==> config.mk <==
export PLATFORM = sky130hd
export DESIGN_NAME = tone_player_flat
export DESIGN_NICKNAME = d
export VERILOG_FILES = /design/src/rtl/tone_pkg.sv /design/src/rtl/tone_if.sv /design/src/rtl/tone_period_lut.sv /design/src/rtl/tone_player.sv /design/src/flat_wrapper.sv
export SDC_FILE = /design/constraint.sdc
export NUM_CORES = 1
export LEC_CHECK = 0
export BUFFER_PORTS_ARGS = -buffer_cell sky130_fd_sc_hd__clkbuf_2
export CORE_MARGIN = 1.5
export CORE_UTILIZATION = 50
export CTS_CLUSTER_DIAMETER = 50
export DETAILED_ROUTE_END_ITERATION = 6
export PLACE_DENSITY = 0.66
export SYNTH_ARGS = -nofsm -noshare
export SYNTH_HDL_FRONTEND = slang
export SYNTH_HIERARCHICAL = 1
export SYNTH_SLANG_ARGS = --single-unit
==> constraint.sdc <==
create_clock -name clk -period 7.2 [get_ports clk]
set_input_delay 1.08 -clock clk [delete_from_list [all_inputs] [get_ports clk]]
set_output_delay 1.08 -clock clk [all_outputs]
set_load 0.02 [all_outputs]
==> src/rtl/tone_pkg.sv <==
// tone_pkg: shared widths, FSM state encoding and the octave-4 half-period
// table for the tone player slice.
//   OCTAVE_BITS / NOTE_BITS / LENGTH_BITS : command field widths
//   FULL_NOTE_BITS                        : {octave, note} export width
//   HP_BITS                               : half-period counter width (octave 1 needs 21)
//   tone_state_e                          : IDLE / PLAY / GAP
//   HALF_PERIOD_O4                        : octave-4 half periods, index 0 = do
package tone_pkg;

  localparam int OCTAVE_BITS    = 3;
  localparam int NOTE_BITS      = 3;
  localparam int LENGTH_BITS    = 3;
  localparam int FULL_NOTE_BITS = OCTAVE_BITS + NOTE_BITS;
  localparam int HP_BITS        = 21;

  typedef enum logic [1:0] {
    IDLE = 2'd0,
    PLAY = 2'd1,
    GAP  = 2'd2
  } tone_state_e;

  // Half periods in clock cycles at 100 MHz, do..si, octave 4.
  localparam logic [6:0][HP_BITS-1:0] HALF_PERIOD_O4 = {
    21'd101239,  // si
    21'd113636,  // la
    21'd127551,  // so
    21'd143173,  // fa
    21'd151686,  // mi
    21'd170262,  // re
    21'd191113   // do
  };

endpackage

==> src/rtl/tone_if.sv <==
// tone_if: command/status bundle between the mode controller and tone_player.
//   en, start, octave, note, length : command side (master drives)
//   full_note, buzzer, over         : status side (slave drives)
// Handshake: over is the ready signal and start is a one-cycle valid; a
// command transfers on a rising edge where start=1, en=1 and the player is
// IDLE (over=1). A start seen while over=0, or in the same cycle as en=0, is
// dropped, and the command fields are don't-care after the transfer edge.
interface tone_if;
  import tone_pkg::*;

  logic                      en;
  logic                      start;
  logic [OCTAVE_BITS-1:0]    octave;
  logic [NOTE_BITS-1:0]      note;
  logic [LENGTH_BITS-1:0]    length;
  logic [FULL_NOTE_BITS-1:0] full_note;
  logic                      buzzer;
  logic                      over;

  modport master (
    output en, start, octave, note, length,
    input  full_note, buzzer, over
  );

  modport slave (
    input  en, start, octave, note, length,
    output full_note, buzzer, over
  );

endinterface

==> src/rtl/tone_period_lut.sv <==
// tone_period_lut: combinational half-period lookup.
//   octave      in  octave 1..7 (4 = middle); 0 is a rest, result unused
//   note        in  0 = rest (result unused), 1..7 = do..si
//   half_period out HP_BITS half period in cycles, shifted right by HP_SHIFT
//                   and never less than 1
module tone_period_lut
  import tone_pkg::*;
#(
  parameter int HP_SHIFT = 0
) (
  input  logic [OCTAVE_BITS-1:0] octave,
  input  logic [NOTE_BITS-1:0]   note,
  output logic [HP_BITS-1:0]     half_period
);

  logic [NOTE_BITS-1:0] idx;
  logic [HP_BITS-1:0]   base;
  logic [HP_BITS-1:0]   scaled;
  logic [HP_BITS-1:0]   shifted;

  always_comb begin
    idx     = note - 3'd1;
    base    = (note == '0) ? HP_BITS'(1) : HALF_PERIOD_O4[idx];
    // Each octave up halves the period; each octave down doubles it.
    if (octave > 3'd4) begin
      scaled = base >> (octave - 3'd4);
    end else begin
      scaled = base << (3'd4 - octave);
    end
    shifted     = scaled >> HP_SHIFT;
    // A zero half period would never wrap the counter, so clamp to 1.
    half_period = (shifted == '0) ? HP_BITS'(1) : shifted;
  end

endmodule

==> src/rtl/tone_player.sv <==
// tone_player: plays one latched note command as a square wave on buzzer for
// (length+1)*UNIT_CYCLES cycles, the last GAP_CYCLES of which are silent.
//   clk, rst_n  : clock, synchronous active-low reset
//   bus (slave) : en/start/octave/note/length in; full_note/buzzer/over out
//   state_dbg   : current FSM state for observation
module tone_player
  import tone_pkg::*;
#(
  parameter int UNIT_CYCLES = 12_500_000,
  parameter int GAP_CYCLES  = 1_000_000,
  parameter int HP_SHIFT    = 0
) (
  input  logic        clk,
  input  logic        rst_n,
  tone_if.slave       bus,
  output tone_state_e state_dbg
);

  localparam logic [1:0] S_IDLE = IDLE;
  localparam logic [1:0] S_PLAY = PLAY;
  localparam logic [1:0] S_GAP  = GAP;

  logic [1:0]             state;
  logic [OCTAVE_BITS-1:0] octave_q;
  logic [NOTE_BITS-1:0]   note_q;
  logic [LENGTH_BITS-1:0] length_q;
  logic [31:0]            dur_cnt;
  logic [31:0]            dur_total;
  logic [31:0]            play_last;
  logic [HP_BITS-1:0]     half_cnt;
  logic [HP_BITS-1:0]     half_period;
  logic                   buzzer_q;
  logic                   is_rest;

  tone_period_lut #(.HP_SHIFT(HP_SHIFT)) u_lut (
    .octave      (octave_q),
    .note        (note_q),
    .half_period (half_period)
  );

  // 32 bits covers 8 * 12.5M with room to spare.
  assign dur_total = (32'(length_q) + 32'd1) * 32'(UNIT_CYCLES);
  assign play_last = dur_total - 32'(GAP_CYCLES) - 32'd1;
  assign is_rest   = (note_q == '0) || (octave_q == '0);

  always_ff @(posedge clk) begin
    if (!rst_n) begin
      state    <= S_IDLE;
      octave_q <= '0;
      note_q   <= '0;
      length_q <= '0;
      dur_cnt  <= '0;
      half_cnt <= '0;
      buzzer_q <= 1'b0;
    end else if (!bus.en) begin
      // Abort: back to IDLE, but keep the latched note visible.
      state    <= S_IDLE;
      dur_cnt  <= '0;
      half_cnt <= '0;
      buzzer_q <= 1'b0;
    end else begin
      case (state)
        S_IDLE: begin
          if (bus.start) begin
            state    <= S_PLAY;
            octave_q <= bus.octave;
            note_q   <= bus.note;
            length_q <= bus.length;
            dur_cnt  <= '0;
            half_cnt <= '0;
            buzzer_q <= 1'b0;
          end
        end
        S_PLAY: begin
          dur_cnt <= dur_cnt + 32'd1;
          if (dur_cnt == play_last) begin
            // Entering the silent tail takes priority over a toggle.
            state    <= S_GAP;
            half_cnt <= '0;
            buzzer_q <= 1'b0;
          end else if (half_cnt == half_period - HP_BITS'(1)) begin
            half_cnt <= '0;
            if (!is_rest) buzzer_q <= ~buzzer_q;
          end else begin
            half_cnt <= half_cnt + HP_BITS'(1);
          end
        end
        S_GAP: begin
          half_cnt <= '0;
          buzzer_q <= 1'b0;
          if (dur_cnt == dur_total - 32'd1) begin
            state   <= S_IDLE;
            dur_cnt <= '0;
          end else begin
            dur_cnt <= dur_cnt + 32'd1;
          end
        end
        default: begin
          state    <= S_IDLE;
          dur_cnt  <= '0;
          half_cnt <= '0;
          buzzer_q <= 1'b0;
        end
      endcase
    end
  end

  assign bus.over      = (state == S_IDLE);
  assign bus.buzzer    = buzzer_q;
  assign bus.full_note = {octave_q, note_q};
  assign state_dbg     = tone_state_e'(state);

endmodule

==> src/flat_wrapper.sv <==
// flat-port wrapper written by rule: the top's interface ports become plain ports
module tone_player_flat import tone_pkg::*;
#(
  parameter int UNIT_CYCLES = 12_500_000,
  parameter int GAP_CYCLES  = 1_000_000,
  parameter int HP_SHIFT    = 0
)
  (clk, rst_n, state_dbg, bus_en, bus_start, bus_octave, bus_note, bus_length, bus_full_note, bus_buzzer, bus_over);
  tone_if bus_i ();
  input  logic clk;
  input  logic rst_n;
  output tone_state_e state_dbg;
  input wire logic [$bits(bus_i.en)-1:0] bus_en;
  input wire logic [$bits(bus_i.start)-1:0] bus_start;
  input wire logic [$bits(bus_i.octave)-1:0] bus_octave;
  input wire logic [$bits(bus_i.note)-1:0] bus_note;
  input wire logic [$bits(bus_i.length)-1:0] bus_length;
  output wire logic [$bits(bus_i.full_note)-1:0] bus_full_note;
  output wire logic [$bits(bus_i.buzzer)-1:0] bus_buzzer;
  output wire logic [$bits(bus_i.over)-1:0] bus_over;
  assign bus_i.en = bus_en;
  assign bus_i.start = bus_start;
  assign bus_i.octave = bus_octave;
  assign bus_i.note = bus_note;
  assign bus_i.length = bus_length;
  assign bus_full_note = bus_i.full_note;
  assign bus_buzzer = bus_i.buzzer;
  assign bus_over = bus_i.over;
  tone_player #(.UNIT_CYCLES(UNIT_CYCLES), .GAP_CYCLES(GAP_CYCLES), .HP_SHIFT(HP_SHIFT)) u_core (.clk(clk), .rst_n(rst_n), .bus(bus_i), .state_dbg(state_dbg));
endmodule
==> results.md <==
* Outcome: completed
* DR vias/cell at roughly 6.4
* Final Hold Fails at 0
* Total vias in the final route at around 9000
* Final ANT Viol Nets at 0
* Area leader, netlist: dfxtp_1
* Synth Warn # at 6
* Post-detail-place hpwl at roughly 20 mm
* Tcrit/Tclk final at 0.947
* Worst-Skew Late Latency at 0.34 ns
* Crit path max fanout at 12
* Initial antenna violation count at 0
* CTS buffer count at 9
* Internal power at 1.03 mW
* # DRC at 0
* Area of the multi-input gates at approximately 7000 sq um
* Row cnt at 48
* CP arrival at just over 7 ns
* Sequential Power Share at 0.213
* Fin nets at around 1300
* Die height at around 140 um
* Combinational power share at 0.490
* Area contributors post-synth: dfxtp_1, ha_1, xnor2_1
* Die span in x at around 140 um
* EDFF count, synth at 0
* P per Cell Area at approximately 180 nW/um^2
* WP data required at between 7 and 8 ns
* Placed instance area at about 9000 sq um
* Pre-Repair DR Iteration Count at 6
* Critical-path top delay cell: nor2b_2
* Core area at about 17000 sq um
* Tightest Pin Transition at about 1.1 ns
* DRT iter0 DRCs at 858
* Avg Inst Size Synth at between 7 and 8 sq um
* Top-area cell type share of the netlist area at 0.149
* Placed cells at roughly 1400
* Cells along the critical path: ha_1, xor2_1, inv_1, fa_1, xor2_1, ha_1, a21o_1, ha_1, and4b_1, o311a_4, or4_4, a221oi_4, nand3_4, o31ai_1, a22oi_1, a41o_2, a21oi_2, nor2b_2, nand2b_1, a31oi_1
* CP Class: reg2reg
* Switching share of power at 0.403
* H-tree levels at 3
* ANT cells at 0
* Grt peak-use layer: met2
* Post-Syn Area at 8730 sq um
* GR Util met2 at 0.506
* CTS clk-pin slew, worst paths at around 0.07 ns
* Most frequent cells after synthesis: nand2_1, nor2_1, a21oi_1
* CTS sink count at 65
* Max-cap viol count at 0
* Post-Syn Instances at approximately 1200
* Clock root buffer: clkbuf_16
* Final WL at ~27 mm
* Routability cong. at between 0.9 and 1
* Port-buffer cells at 22
* Worst path buffer plus inverter count at 1
* Maximum clock frequency at between 0.1 and 0.15 GHz
* Worst stage delay on the critical path at around 0.60 ns
* Unique masters post-synth at 97
* Share of post-route cells with drive strength above 1 at 0.0929
* Tmin final at ~6.8 ns
* Vias in the first global route at about 8300
* Crit start category: register
* Total die area at between 15000 and 20000 sq um
* DR WL/cell at 18.9 um
* Non-Filler Instances at around 1400
* Rel. slew slack at 0.269
* Grt total ovfl at 0
* Hold WC Path Type: reg2reg
* Most used cell, CP: ha_1
* GRT Resource Usage Total at 0.294
* Area delta synth->final at 7.68%
* Final setup vio count at 0
* CTS max path bufs at 2
* CP top delay family: compound AO/OA/AOI/OAI gates
* Critical Path End Type: register
* Most frequent cell after synthesis: nand2_1
* Clock share of power at 0.297
* Main synth FF type: dfxtp_1
* LEAKAGE at 3.51 nW
* Met3 Usage GRT at 0.0323
* Final instance area at 9400 sq um
* CTS tree: done
* Filler cell count at around 1700
* Fin util at 0.547
* Boundary Pins at 23
* Slew Viols, Final at 0
* Syn nets at 1265
* First-pass GRT wire length at 43.2 mm
* Ys async rst share at 0
* Largest net degree at the start of global routing at 52
* Met1 GRT Util at 0.369
* Max VDD drop at 111 uV
* FF+latch count, synth at 65
* Net Switching at a little under 700 uW
* Seq. cell area at between 1000 and 1500 sq um
* Sequential area share after synthesis at 0.149
* Starting Density at 0.508
* Worst clock skew at 0.0145 ns
-- routing by layer --
| metal | vias up | wire (um) |
|---|---|---|
| met5 | - | 0 |
| met4 | 0 | 1180 |
| met3 | 75 | 1550 |
| met2 | 370 | 12700 |
| met1 | 4208 | 11400 |
| li1 | 4382 | - |
-- worst paths after layout --
kind	from	end	slack, ns	depth (start not counted)
min	u_core/bus.buzzer$_SDFFE_PN0P_	u_core/bus.buzzer$_SDFFE_PN0P_	0.48	2
max	u_core/length_q[1]$_SDFFE_PN0P_	u_core/dur_cnt[22]$_SDFFE_PN0P_	0.38	20
max reg2reg	u_core/length_q[1]$_SDFFE_PN0P_	u_core/dur_cnt[22]$_SDFFE_PN0P_	0.38	20
min reg2reg	u_core/bus.buzzer$_SDFFE_PN0P_	u_core/bus.buzzer$_SDFFE_PN0P_	0.48	2
-- final cells by class --
type	instances	area share
clock inverter	6	0.0114
inverter	43	0.0172
timing repair buffer	52	0.0370
clock buffer	9	0.0240
sequential	65	0.138
tap	225	0.0300
multi-input combinational	1020	0.742
-- worst register-to-register path, cell delays in order, from the launching register on --
cell,delay [ns]
dfxtp_1,0.55
ha_1,0.31
xor2_1,0.34
inv_1,0.25
fa_1,0.55
xor2_1,0.16
ha_1,0.18
a21o_1,0.18
ha_1,0.39
and4b_1,0.32
o311a_4,0.40
or4_4,0.52
a221oi_4,0.46
nand3_4,0.14
o31ai_1,0.27
a22oi_1,0.09
a41o_2,0.29
a21oi_2,0.41
nor2b_2,0.60
nand2b_1,0.12
a31oi_1,0.20
-- cell usage in the layout, fill, tap and decap left out, drive strengths merged, types with 40 or more instances in the layout --
cell,count
a21oi,77
dfxtp,65
nand3,40
xnor2,71
ha,51
inv,43
xor2,45
nor2,112
o21ai,55
nand2,124
-- what timing repair did --
item | in CTS | in global routing
hold buffers | 0 | 0
buffers inserted | 0 | 1
endpoints found under the hold margin | 0 | 0
endpoints found under the setup margin | 0 | 50
gates resized for setup | 0 | 6
-- flip-flops by register name (all words and copies together) (netlist names) --
signal,count
u_core/bus.buzzer,1
u_core/length_q,3
u_core/state_dbg,2
u_core/octave_q,3
u_core/half_cnt,21
u_core/dur_cnt,32
u_core/note_q,3
-- power by group through the flow --
| stage | sequential [mW] | clock, mW | combinational [mW] |
|---|---|---|---|
| 2_1_floorplan | 0.377 | 0 | 0.636 |
| 3_3_place_gp | 0.375 | 0 | 0.809 |
| 3_5_place_dp | 0.375 | 0 | 0.812 |
| 4_1_cts | 0.367 | 0.521 | 0.816 |
| 5_1_grt | 0.368 | 0.530 | 0.921 |
| 6_report | 0.367 | 0.510 | 0.843 |
-- per-stage QoR --
stage	TNS, ns	total power [mW]	hold slack, ns	worst slack (ns)
after CTS	0	1.70	0.474	0.0557
after global placement	0	1.18	0.476	0.0526
final	0	1.72	0.479	0.381
after floorplan	0	1.01	0.448	0.694
after detailed placement	0	1.19	0.464	0.0884
after global routing	-0.102	1.82	0.487	-0.0706
-- logic make-up after synthesis --
kind of cell	count (synthesis)	share of synthesized area
AO/OA/AOI/OAI	324	0.262
XOR/XNOR	117	0.120
AND/OR/NAND/NOR	498	0.295
buffers and inverters	113	0.0585
multiplexers	21	0.0284
adder cells (fa/ha/maj)	57	0.0869
flip-flops	65	0.149
Power figures use the tool's default switching activity.
